[config.mk]
export PLATFORM = sky130hd
export DESIGN_NAME = xy_move_sequencer
export DESIGN_NICKNAME = d
export VERILOG_FILES = /design/src/rtl/xy_move_sequencer.sv
export SDC_FILE = /design/constraint.sdc
export NUM_CORES = 1
export LEC_CHECK = 0
export BUFFER_PORTS_ARGS = -buffer_cell sky130_fd_sc_hd__buf_2
export CORE_MARGIN = 2
export CORE_UTILIZATION = 42
export CTS_BUF_LIST = sky130_fd_sc_hd__clkbuf_2
export DETAILED_ROUTE_END_ITERATION = 10
export PLACE_DENSITY_LB_ADDON = 0.12
export SLEW_MARGIN = 20
export SYNTH_ARGS = -nofsm -noshare
export SYNTH_HDL_FRONTEND = slang
export SYNTH_SLANG_ARGS = --single-unit
export TNS_END_PERCENT = 1
[constraint.sdc]
create_clock -name clk -period 3.95 [get_ports clk]
set_clock_uncertainty 0.1 [all_clocks]
set_input_delay 0.5925 -clock clk [delete_from_list [all_inputs] [get_ports clk]]
set_output_delay 0.5925 -clock clk [all_outputs]
set_load 0.01 [all_outputs]
[src/rtl/xy_move_sequencer.sv]
// Two-axis move sequencer: takes an absolute (x, y) target or a home request,
// runs the X controller then the Y controller, and tracks the resulting position.
module xy_move_sequencer #(
  parameter int                STEP_W  = 12,
  parameter logic [STEP_W-1:0] X_MAX   = STEP_W'(2000),
  parameter logic [STEP_W-1:0] Y_MAX   = STEP_W'(2000),
  parameter logic [31:0]       TIMEOUT = 32'd50_000_000
) (
  input  logic              clk,
  input  logic              reset,
  input  logic              cmd_valid,
  output logic              cmd_ready,
  input  logic              cmd_home,
  input  logic [STEP_W-1:0] cmd_x,
  input  logic [STEP_W-1:0] cmd_y,
  output logic              x_go,
  output logic              x_dir,
  output logic [STEP_W-1:0] x_steps,
  input  logic              x_done,
  output logic              y_go,
  output logic              y_dir,
  output logic [STEP_W-1:0] y_steps,
  input  logic              y_done,
  output logic              busy,
  output logic              done,
  output logic              err,
  output logic              fault,
  output logic              homed,
  output logic [STEP_W-1:0] pos_x,
  output logic [STEP_W-1:0] pos_y,
  output logic [2:0]        state_dbg
);

  // Command handshake: a command transfers on the rising edge where
  // cmd_valid && cmd_ready; cmd_ready is high only in IDLE, and a rejected
  // command still transfers (it is consumed and answered with an err pulse).

  typedef enum logic [2:0] {
    S_IDLE   = 3'd0,
    S_LOAD   = 3'd1,
    S_X_MOVE = 3'd2,
    S_X_GAP  = 3'd3,
    S_Y_MOVE = 3'd4,
    S_Y_GAP  = 3'd5,
    S_FIN    = 3'd6,
    S_FAULT  = 3'd7
  } state_t;

  state_t            state;
  logic              home_q;
  logic [STEP_W-1:0] tgt_x;
  logic [STEP_W-1:0] tgt_y;
  logic [31:0]       tmr;

  logic              x_back;
  logic              y_back;
  logic [STEP_W-1:0] x_delta;
  logic [STEP_W-1:0] y_delta;
  logic              ld_x_dir;
  logic              ld_y_dir;
  logic [STEP_W-1:0] ld_x_steps;
  logic [STEP_W-1:0] ld_y_steps;
  logic              reject;
  logic              timeout_hit;

  assign state_dbg = state;

  // Both target and position are bounded by MAX, so the subtraction cannot wrap.
  always_comb begin
    x_back      = tgt_x < pos_x;
    y_back      = tgt_y < pos_y;
    x_delta     = x_back ? (pos_x - tgt_x) : (tgt_x - pos_x);
    y_delta     = y_back ? (pos_y - tgt_y) : (tgt_y - pos_y);
    ld_x_dir    = home_q | x_back;
    ld_y_dir    = home_q | y_back;
    ld_x_steps  = home_q ? X_MAX : x_delta;
    ld_y_steps  = home_q ? Y_MAX : y_delta;
    reject      = !cmd_home && (!homed || (cmd_x > X_MAX) || (cmd_y > Y_MAX));
    timeout_hit = (tmr + 32'd1) == TIMEOUT;
  end

  always_ff @(posedge clk) begin
    if (reset) begin
      state     <= S_IDLE;
      home_q    <= 1'b0;
      tgt_x     <= '0;
      tgt_y     <= '0;
      tmr       <= '0;
      cmd_ready <= 1'b1;
      x_go      <= 1'b0;
      x_dir     <= 1'b0;
      x_steps   <= '0;
      y_go      <= 1'b0;
      y_dir     <= 1'b0;
      y_steps   <= '0;
      busy      <= 1'b0;
      done      <= 1'b0;
      err       <= 1'b0;
      fault     <= 1'b0;
      homed     <= 1'b0;
      pos_x     <= '0;
      pos_y     <= '0;
    end else begin
      done <= 1'b0;
      err  <= 1'b0;
      case (state)
        S_IDLE: begin
          if (cmd_valid) begin
            if (reject) begin
              err <= 1'b1;
            end else begin
              home_q    <= cmd_home;
              tgt_x     <= cmd_home ? '0 : cmd_x;
              tgt_y     <= cmd_home ? '0 : cmd_y;
              cmd_ready <= 1'b0;
              busy      <= 1'b1;
              state     <= S_LOAD;
            end
          end
        end
        S_LOAD: begin
          // go is raised here so X_MOVE sees it on its first cycle; zero steps skips the axis
          x_dir   <= ld_x_dir;
          x_steps <= ld_x_steps;
          y_dir   <= ld_y_dir;
          y_steps <= ld_y_steps;
          x_go    <= ld_x_steps != '0;
          tmr     <= '0;
          state   <= S_X_MOVE;
        end
        S_X_MOVE: begin
          if (!x_go) begin
            state <= S_X_GAP;
          end else if (x_done) begin
            x_go  <= 1'b0;
            pos_x <= tgt_x;
            state <= S_X_GAP;
          end else if (timeout_hit) begin
            x_go  <= 1'b0;
            fault <= 1'b1;
            homed <= 1'b0;
            busy  <= 1'b0;
            state <= S_FAULT;
          end else begin
            tmr <= tmr + 32'd1;
          end
        end
        S_X_GAP: begin
          y_go  <= y_steps != '0;
          tmr   <= '0;
          state <= S_Y_MOVE;
        end
        S_Y_MOVE: begin
          if (!y_go) begin
            state <= S_Y_GAP;
          end else if (y_done) begin
            y_go  <= 1'b0;
            pos_y <= tgt_y;
            state <= S_Y_GAP;
          end else if (timeout_hit) begin
            y_go  <= 1'b0;
            fault <= 1'b1;
            homed <= 1'b0;
            busy  <= 1'b0;
            state <= S_FAULT;
          end else begin
            tmr <= tmr + 32'd1;
          end
        end
        S_Y_GAP: begin
          state <= S_FIN;
        end
        S_FIN: begin
          done      <= 1'b1;
          busy      <= 1'b0;
          cmd_ready <= 1'b1;
          if (home_q) homed <= 1'b1;
          state <= S_IDLE;
        end
        S_FAULT: begin
          // only reset leaves this state
          cmd_ready <= 1'b0;
          busy      <= 1'b0;
        end
        default: begin
          state <= S_IDLE;
        end
      endcase
    end
  end

endmodule

==> results by group <==
Logic synthesis
  • Syn_area_per_cell: 7.65 um2
  • Synth top area share: 0.299
  • Commonest cells in the netlist: 118 x dfxtp_1, 116 x nand2_1, 104 x a21oi_1
  • #FFs+latches synth: 118
  • Synth Cell Area: 7910 um2
  • YS warnings: 0
  • Syn nets: around 1.1k
  • Yosys cell types: 75
  • Count leader, synth: dfxtp_1
  • Seq/Total Area, Yosys: 0.299
  • Post-synth EDFFs: 0
  • Largest area contributor in the netlist: dfxtp_1
  • Post-synth top flop: dfxtp_1
  • Synth top area cells: dfxtp_1 30%, ha_1 7.4%, a21oi_1 6.6%
  • Syn Inst Count: 1034
  • Async SR Flop Fraction: 0

Power and ir drop
  • Power Density: 313 nW/um2
  • Worst VDD drop: 0.167 mV
  • LEAKAGE: 3.70 nW
  • Total power: 2.81 mW

Global route
  • Largest net degree at the start of global routing: 75
  • GRT Overall Usage: 0.239
  • Vias in the first global route: 7139
  • Overflow after GRT: 0
  • First-pass GRT wire length: approximately 38 mm
  • Initial antenna violation count: 1

Final layout
  • Cell area after layout: about 9000 um2
  • Synth-to-layout area growth: 13.5%
  • Layout Cells excl Fill: 1367
  • Layout cells sized above 1: 0.156
  • Layout Nets: 1200
  • # fillers: 1899

STA
  • Max-slew violations: 0
  • Fin crit period: roughly 3700 ps
  • TNS Setup: 0 ps
  • Unrepaired setup endpoints after global routing: false
  • Fmax: 272 MHz
  • Final setup violation count: 0
  • Slew @ Worst Pin: 1070 ps
  • Fin. Hold Viols: 0
  • Fin crit share: 0.929
  • Slew margin rel.: 0.287

Clock tree
  • Root Buffer: clkbuf_2
  • # H-tree levels: 4
  • Clock latency on the worst-skew pair: 710 ps
  • Clock-pin slew on the worst setup and hold paths: 200 ps
  • TritonCTS clock tree: done
  • Setup Buffers After CTS: 0
  • Clock buffer depth: 2
  • Clk sink count: 118
  • CTS Buf Count: 17

Detailed routing
  • Iteration-0 DRC Markers: 485
  • TritonRoute pass-1 iters: 8
  • Via count: between 7k and 8k
  • Avg Vias per Cell: 5.66
  • DRC: 0
  • Routed WL: 23.6 mm
  • WL/cell: 17.3 um
  • Antenna-violating nets left: 0

Min path
  • Hold Startpoint: cmd_y[5]
  • Hold EP: tgt_y[5]
  • Hold Path Depth: 3
  • Worst hold-check path type: in -> reg

Placed design
  • Port Buf Inserts: 90
  • Post-Place Cell Area: 8600 um2
  • Dpl hpwl: roughly 17 mm
  • # placed instances: 1321
  • Routability cong.: 0.899

Worst setup path
  • Worst r2r path cells: 11
  • R2r setup slk: 280 ps
  • Reg2reg end: x_go
  • WP data arrival: 4170 ps
  • CP Max Fanout: 5
  • CP Capture Type: flop
  • Critical Path RT: 4450 ps
  • Reg2reg start: pos_x[1]
  • Startpoint Class: flop
  • CP Class: reg -> reg

Die
  • Die Wd: 141 um
  • Initial Util: 0.425
  • Core ar.: approximately 19000 um2
  • Cell Rows: 50
  • Die extent in y: 141 um
  • Top Ports: just over 90
  • Full die area: 19900 um2

Status
  • Status: completed

Run
  • Max Cap Viol: 0
## final cells by class
class,count,area [um2],share of cell area
Multi-Input combinational cell,775,4990,0.557
Sequential cell,118,2360,0.263
Timing Repair Buffer,134,816,0.0909
Tap cell,234,293,0.0326
Inverter,73,274,0.0305
Clock inverter,12,130,0.0145
Clock buffer,20,100,0.0112
Antenna cell,1,2.50,0.000279
## worst max-delay path, stage by stage, from the launching register on
cell and delay [ps]:
dfxtp_1 470, inv_1 120, fa_1 470, a21o_1 190, nand3_1 150, a31o_2 200, a41o_1 210, mux2i_1 210
mux2_2 360, or4b_2 630, a2111oi_1 340, a31oi_1 120
## stage by stage
stage / utilization / hold WS, ps / worst slack [ps]
after floorplan: - / 344 / 172
after global placement: 0.463 / 343 / 378
after detailed placement: 0.463 / 353 / 320
after CTS: 0.482 / 10.2 / 269
after global routing: 0.483 / 12.2 / 12.6
final: 0.483 / 67.9 / 280
## kinds of logic after synthesis
logic type                 synth area share
DFF                                   0.299
xor gates and xnor gates             0.0310
adders and majority gates            0.0845
buffers and inverters                0.0703
muxes                                0.0301
AOI/OAI and AO/OA                     0.233
and+or+nand+nor                       0.252
## how the worst max path moves through the flow
stage | start | endpoint | slack [ps]
final | pos_x[1] | x_go | 280
after global routing | tmr[0] | tmr[6] | 10
after CTS | pos_x[1] | x_go | 270
after detailed placement | pos_x[4] | x_go | 320
after global placement | pos_x[4] | x_go | 380
after floorplan | pos_x[8] | x_go | 170
## repair_timing
item                                    CTS  global route
hold buffers                             13             0
resized for setup                         0             2
hold endpoints to repair                 13             0
endpoints found under the setup margin    0             1
## state kept, by name, indices dropped and copies added, names as in the netlist, 3 cells and up
signal / count
y_steps: 12
tgt_x: 12
state_dbg: 3
tgt_y: 12
x_steps: 12
pos_y: 12
pos_x: 12
tmr: 32
## report_power, final
group	total [mW]	internal (mW)	switching, mW
sequential	1.28	1.23	0.0458
combinational	0.729	0.293	0.436
clock	0.800	0.296	0.504
## per-layer routing
| metal | vias to the layer above | GRT usage | share of wire | wire length, um |
|---|---|---|---|---|
| met2 | 205 | 0.385 | 0.46 | 10900 |
| met1 | 3626 | 0.319 | 0.46 | 10900 |
| li1 | 3884 | - | - | - |
| met4 | 0 | 0.0695 | 0.018 | 434 |
| met3 | 28 | 0.0574 | 0.055 | 1310 |
| met5 | - | 0 | 0 | 0 |
## cell usage in the layout (no fill, tap or decap), types with 23 or more instances in the layout
master / netlist / layout
a21oi_1: 104 / 103
a31oi_1: 23 / 23
buf_2: 11 / 89
buf_4: 3 / 32
dfxtp_1: 118 / 118
ha_1: 47 / 47
inv_1: 72 / 72
nand2_1: 116 / 116
nand3_1: 25 / 25
nand3b_1: 25 / 25
nor2_1: 80 / 79
nor3_1: 24 / 24
o21ai_0: 49 / 49
Power figures use the tool's default switching activity.
